[src/rtl/uart_pkg.sv]
// Shared UART definitions: receiver state encoding, oversampling ratio and
// the tick divisor rounding rule.
package uart_pkg;

    typedef enum logic [1:0] {
        IDLE  = 2'd0,
        START = 2'd1,
        DATA  = 2'd2,
        STOP  = 2'd3
    } rx_state_t;

    localparam int UART_OS = 16;

    // Clocks per oversample tick, rounded to nearest.
    function automatic int os_div(input int clk_freq, input int baud);
        return (clk_freq + baud * (UART_OS / 2)) / (baud * UART_OS);
    endfunction

endpackage

[src/rtl/uart_rx_os_if.sv]
// Receiver line/byte bundle.
//   rx        : serial line into the receiver (idle high)
//   doutrx    : last received byte
//   donerx    : one-cycle strobe when doutrx/frame_err update
//   frame_err : stop bit of last frame was low
//   busy      : a frame is being received
// master = the receiver, slave = whoever drives the line and consumes bytes.
interface uart_rx_os_if;
    logic       rx;
    logic [7:0] doutrx;
    logic       donerx;
    logic       frame_err;
    logic       busy;

    modport master (input rx, output doutrx, donerx, frame_err, busy);
    modport slave  (output rx, input doutrx, donerx, frame_err, busy);
endinterface

[src/rtl/uart_os_tick.sv]
// Oversample tick generator: tick is high for one clk every DIV clocks.
//   clk  : clock
//   rst  : synchronous active-low reset
//   clr  : restart the divider; the next tick comes DIV clocks later
//   tick : one-cycle pulse
module uart_os_tick #(
    parameter int DIV = 12
) (
    input  logic clk,
    input  logic rst,
    input  logic clr,
    output logic tick
);
    localparam int W = (DIV > 2) ? $clog2(DIV) : 1;

    logic [W-1:0] cnt;

    assign tick = (cnt == W'(DIV - 1));

    always_ff @(posedge clk) begin
        if (!rst || clr || tick)
            cnt <= '0;
        else
            cnt <= cnt + 1'b1;
    end
endmodule

[src/rtl/uart_rx_os.sv]
// 16x oversampling 8N1 UART receiver with 3-sample majority vote,
// false-start rejection and stop-bit framing check.
//   clk : clock
//   rst : synchronous active-low reset
//   bus : uart_rx_os_if.master (rx in; doutrx, donerx, frame_err, busy out)
module uart_rx_os
    import uart_pkg::*;
#(
    parameter int CLK_FREQ   = 1843200,
    parameter int BAUD       = 9600,
    parameter int OVERSAMPLE = 16
) (
    input logic          clk,
    input logic          rst,
    uart_rx_os_if.master bus
);
    localparam int DIV = os_div(CLK_FREQ, BAUD);

    generate
        if (DIV < 2) begin : g_div_chk
            $error("uart_rx_os: tick divisor must be at least 2");
        end
        if (OVERSAMPLE != UART_OS) begin : g_os_chk
            $error("uart_rx_os: only 16x oversampling is supported");
        end
    endgenerate

    rx_state_t  state;
    logic       rx_s1, rxs, rxs_d;
    logic       armed;
    logic [7:0] os_cnt;
    logic [2:0] bit_idx;
    logic [7:0] shreg;
    logic [1:0] samp;
    logic [7:0] dout_q;
    logic       done_q, ferr_q, busy_q;
    logic       tick, start_det, maj, vote;

    assign start_det = (state == IDLE) && armed && rxs_d && !rxs;
    // samp[0]/samp[1] hold ticks 7/8; tick 9 is the live rxs.
    assign maj  = (samp[0] & samp[1]) | (samp[0] & rxs) | (samp[1] & rxs);
    assign vote = tick && (os_cnt[3:0] == 4'd9);

    uart_os_tick #(.DIV(DIV)) u_tick (
        .clk  (clk),
        .rst  (rst),
        .clr  (start_det),
        .tick (tick)
    );

    always_ff @(posedge clk) begin
        if (!rst) begin
            state   <= IDLE;
            rx_s1   <= 1'b1;
            rxs     <= 1'b1;
            rxs_d   <= 1'b1;
            armed   <= 1'b1;
            os_cnt  <= '0;
            bit_idx <= '0;
            shreg   <= '0;
            samp    <= '0;
            dout_q  <= '0;
            done_q  <= 1'b0;
            ferr_q  <= 1'b0;
            busy_q  <= 1'b0;
        end else begin
            rx_s1  <= bus.rx;
            rxs    <= rx_s1;
            rxs_d  <= rxs;
            done_q <= 1'b0;
            if (rxs)
                armed <= 1'b1;

            if (tick) begin
                os_cnt <= os_cnt + 8'd1;
                if (os_cnt[3:0] == 4'd7) samp[0] <= rxs;
                if (os_cnt[3:0] == 4'd8) samp[1] <= rxs;
            end

            case (state)
                IDLE: if (start_det) begin
                    state  <= START;
                    os_cnt <= '0;
                    busy_q <= 1'b1;
                end
                START: if (vote) begin
                    if (maj) begin
                        // line went back high: glitch, not a start bit
                        state  <= IDLE;
                        busy_q <= 1'b0;
                    end else begin
                        state   <= DATA;
                        bit_idx <= '0;
                    end
                end
                DATA: if (vote) begin
                    shreg   <= {maj, shreg[7:1]};
                    bit_idx <= bit_idx + 3'd1;
                    if (bit_idx == 3'd7)
                        state <= STOP;
                end
                STOP: if (vote) begin
                    dout_q <= shreg;
                    ferr_q <= ~maj;
                    done_q <= 1'b1;
                    busy_q <= 1'b0;
                    state  <= IDLE;
                    // a low stop bit blocks retrigger until the line idles high
                    if (!maj)
                        armed <= 1'b0;
                end
                default: state <= IDLE;
            endcase
        end
    end

    assign bus.doutrx    = dout_q;
    assign bus.donerx    = done_q;
    assign bus.frame_err = ferr_q;
    assign bus.busy      = busy_q;
endmodule

[src/flat_wrapper.sv]
// flat-port wrapper written by rule: the top's interface ports become plain ports
module uart_rx_os_flat import uart_pkg::*;
#(
    parameter int CLK_FREQ   = 1843200,
    parameter int BAUD       = 9600,
    parameter int OVERSAMPLE = 16
)
  (clk, rst, bus_rx, bus_doutrx, bus_donerx, bus_frame_err, bus_busy);
  uart_rx_os_if bus_i ();
  input logic clk;
  input logic rst;
  input wire logic [$bits(bus_i.rx)-1:0] bus_rx;
  output wire logic [$bits(bus_i.doutrx)-1:0] bus_doutrx;
  output wire logic [$bits(bus_i.donerx)-1:0] bus_donerx;
  output wire logic [$bits(bus_i.frame_err)-1:0] bus_frame_err;
  output wire logic [$bits(bus_i.busy)-1:0] bus_busy;
  assign bus_i.rx = bus_rx;
  assign bus_doutrx = bus_i.doutrx;
  assign bus_donerx = bus_i.donerx;
  assign bus_frame_err = bus_i.frame_err;
  assign bus_busy = bus_i.busy;
  uart_rx_os #(.CLK_FREQ(CLK_FREQ), .BAUD(BAUD), .OVERSAMPLE(OVERSAMPLE)) u_core (.clk(clk), .rst(rst), .bus(bus_i));
endmodule
[config.mk]
export PLATFORM = sky130hd
export DESIGN_NAME = uart_rx_os_flat
export DESIGN_NICKNAME = d
export VERILOG_FILES = /design/src/rtl/uart_pkg.sv /design/src/rtl/uart_rx_os_if.sv /design/src/rtl/uart_os_tick.sv /design/src/rtl/uart_rx_os.sv /design/src/flat_wrapper.sv
export SDC_FILE = /design/constraint.sdc
export NUM_CORES = 1
export LEC_CHECK = 0
export BUFFER_PORTS_ARGS = -buffer_cell sky130_fd_sc_hd__buf_2
export CORE_ASPECT_RATIO = 0.8
export CORE_MARGIN = 3
export CORE_UTILIZATION = 58
export CTS_CLUSTER_DIAMETER = 120
export CTS_CLUSTER_SIZE = 28
export DETAILED_ROUTE_END_ITERATION = 7
export PLACE_DENSITY = 0.77
export SYNTH_ARGS = -nofsm -noshare
export SYNTH_HDL_FRONTEND = slang
export SYNTH_HIERARCHICAL = 1
export SYNTH_SLANG_ARGS = --single-unit
[constraint.sdc]
create_clock -name clk -period 2.3 [get_ports clk]
set_input_delay 0.23 -clock clk [delete_from_list [all_inputs] [get_ports clk]]
set_output_delay 0.23 -clock clk [all_outputs]
set_load 0.01 [all_outputs]
==> results.sh <==
export IMPL_crit_path_start_kind="flip-flop"
export IMPL_timing_hold_ws_ns=0.119
export IMPL_max_slew_margin_pct=64.3
export IMPL_pin_count=14
export IMPL_dieWidth_microns=67.1
export IMPL_post_cts_buffers=0
export IMPL_fill_cells=249
export IMPL_place_inst=226
export IMPL_row_count=17
export IMPL_gp_congestion=0.794
export IMPL_cap_violations=0
export IMPL_slew_viol_final=0
export IMPL_dpl_hpwl_mm=2.28
export IMPL_instances_no_fill=234
export IMPL_synth_most_common_cell="dfxtp_1"
export IMPL_wl_met2_mm=1.45
export IMPL_io_buffers=13
export IMPL_hold_viol=0
export IMPL_vias=1266
export IMPL_postRouteAntennaNets=0
export IMPL_ir_worst_vdd_mv=0.395
export IMPL_wl_per_cell_microns=13.6
export IMPL_rsz0062_at_grt="no"
export IMPL_grt_overflow_total=0
export IMPL_post_route_min_period_ns=2.08
export IMPL_ctsHoldBuffers=0
export IMPL_hold_end="u_core/rx_s1"
export IMPL_start_util_pct=61.7
export IMPL_clk_latency_ns=0.30
export IMPL_grt_pass1_wl_mm=5.33
export IMPL_htreeDepth=2
export IMPL_synthTopCellsByCount="dfxtp_1 (38), nand2_1 (34), a21boi_0 (14)"
export IMPL_cp_cell_sequence="ha_1 > nor2b_1 > and2_4 > and4b_1 > and2_4 > nand2_1 > o22a_1"
export IMPL_wl_met3_microns=184
export IMPL_drive_gt1_share_pct=17.3
export IMPL_drc=0
export IMPL_synth_cell_types=42
export IMPL_diodes=0
export IMPL_grt_pass1_vias=1123
export IMPL_clkSlewWorstSetupHoldPaths_ns=0.07
export IMPL_dr_max_layer_used="met4"
export IMPL_reg2regPathDepth=7
export IMPL_firstDrtPassIters=4
export IMPL_grt_max_degree=36
export IMPL_ys_ff_latch=38
export IMPL_wl_met1_mm=1.53
export IMPL_cts_tree="yes"
export IMPL_timing_fmax_mhz=481
export IMPL_die_area_sq_um=3680
export IMPL_ctsRootBufferMaster="clkbuf_8"
export IMPL_finClkSkew_ns=0.00543
export IMPL_leakagePower_nw=0.758
export IMPL_worst_pin_slew_ns=0.535
export IMPL_synth_area_leaders="dfxtp_1 (44%), ha_1 (7.9%), nand2_1 (7.4%)"
export IMPL_r2r_end="u_core/armed"
export IMPL_synth_top_cell_area_share_pct=43.9
export IMPL_ys_seq_area_share_pct=43.9
export IMPL_synth_edf_count=0
export IMPL_end_kind="flip-flop"
export IMPL_synthArstFlopShare_pct=0
export IMPL_arrival_ns=2.27
export IMPL_avgSynthCellArea_sq_um=9.52
export IMPL_finalSetupViolations=0
export IMPL_crit_type="flip-flop to flip-flop"
export IMPL_drt_iter0_markers=56
export IMPL_reg2reg_from="u_core/u_tick/cnt[0]"
export IMPL_area_delta_synth_final_pct=10.5
export IMPL_crit_slowest_cell="and4b_1"
export IMPL_path_delay_family="simple AND/OR/NAND/NOR gates"
export IMPL_ys_flop_type="dfxtp_1"
export IMPL_yosys_warnings=6
export IMPL_antenna_found_initial=0
export IMPL_path_buf_inv=0
export IMPL_status="completed"
export IMPL_syn_nets=196
export IMPL_hold_path_class="primary input to flip-flop"
export IMPL_critPathMostFrequentCell="and2_4"
export IMPL_cts_sinks=38
export IMPL_post_route_period_util_pct=90.5
export IMPL_max_stage_delay_ns=0.39
export IMPL_final_core_util_pct=68.2
export IMPL_core_area_sq_um=2810
export IMPL_syn_area_sq_um=1730
export IMPL_via_per_inst=5.41
export IMPL_rrSetupSlack_ns=0.22
export IMPL_min_delay_path_depth=2
export IMPL_wl_mm=3.19
export IMPL_finalSetupTns_ns=0
export IMPL_fp_dieH_microns=54.9
export IMPL_syn_inst=182
export IMPL_cts_made_buffers=5
export IMPL_hp_start="bus_rx"
export IMPL_cp_depth=7
export IMPL_required_ns=2.49
export IMPL_powerDensity_nw_per_um2=719
export IMPL_nNetsFinal=209
export IMPL_critPathMaxFanout=11
export IMPL_synth_area_leader_cell="dfxtp_1"
export IMPL_cts_buffer_depth=2
export IMPL_grtUsageTotal_pct=20.1
export IMPL_cts_resized=0
==> layout by cell type, fill, tap and decap left out, drive strengths merged, types with 4 or more instances in the layout <==
cell type / instances
nand2b: 7
buf: 14
nor2: 6
nand2: 36
inv: 5
nand3: 10
clkbuf: 5
mux2i: 5
dfxtp: 38
nor2b: 4
ha: 11
a21oi: 4
a21boi: 16
==> sequential cells by signal, summed over array words and instances (netlist names), 2 cells and up, named ones only <==
name and flops:
u_core/bit_idx 3, u_core/bus.doutrx 8, u_core/os_cnt 4, u_core/samp 2, u_core/shreg 8, u_core/u_tick/cnt 4
==> cell families after synthesis <==
logic type	Yosys count	share of synthesized area, %
AND/OR/NAND/NOR	78	23.7
flip-flops	38	43.9
buffers and inverters	13	4.12
adder cells (fa/ha/maj)	12	8.74
multiplexers	5	2.89
AO/OA/AOI/OAI	33	15.2
XOR/XNOR	3	1.52
==> where the power goes <==
group	internal (mW)	leakage [nW]	total, mW	switching, mW
clock network	0.322	0.0504	0.567	0.244
registers	0.674	0.308	0.685	0.0109
logic	0.0531	0.400	0.126	0.0724
total	1.05	0.758	1.38	0.328
==> through the flow <==
| stage | power, mW | setup WS, ns | area, sq um |
|---|---|---|---|
| 6_report | 1.38 | 0.219 | 1910 |
| 5_1_grt | 1.44 | 0.00900 | 1910 |
| 3_3_place_gp | 0.820 | 0.384 | 1800 |
| 4_1_cts | 1.39 | 0.194 | 1910 |
| 3_5_place_dp | 0.825 | 0.232 | 1800 |
| 2_1_floorplan | 0.800 | 0.425 | 1730 |
==> cell type report <==
cell class,count,area (sq um),share of cell area (%)
multi-input cells,131,901,47.1
well taps,38,47.5,2.48
flip-flops and latches,38,761,39.7
repair buffers,14,72.6,3.79
clock buffers,5,68.8,3.59
inverters,5,18.8,0.980
clock inverters,3,45.0,2.35
==> per-layer routing <==
| layer | vias to the layer above | global-route usage [%] |
|---|---|---|
| met5 | - | 0 |
| met4 | 0 | 6.06 |
| met3 | 5 | 7.27 |
| met2 | 31 | 31.2 |
| met1 | 582 | 26.3 |
| li1 | 648 | - |
==> worst max path at each step <==
stage	to	slack [ns]	start
floorplan	u_core/bus.busy	0.43	u_core/u_tick/cnt[0]
detailed placement	u_core/bus.doutrx[7]	0.23	u_core/u_tick/cnt[0]
finish	u_core/armed	0.22	u_core/u_tick/cnt[0]
global route	u_core/bit_idx[0]	0.009	u_core/u_tick/cnt[0]
CTS	u_core/armed	0.19	u_core/u_tick/cnt[0]
global placement	flip-flop	0.38	u_core/u_tick/cnt[0]
No activity file was read; power rests on OpenSTA's default activity.
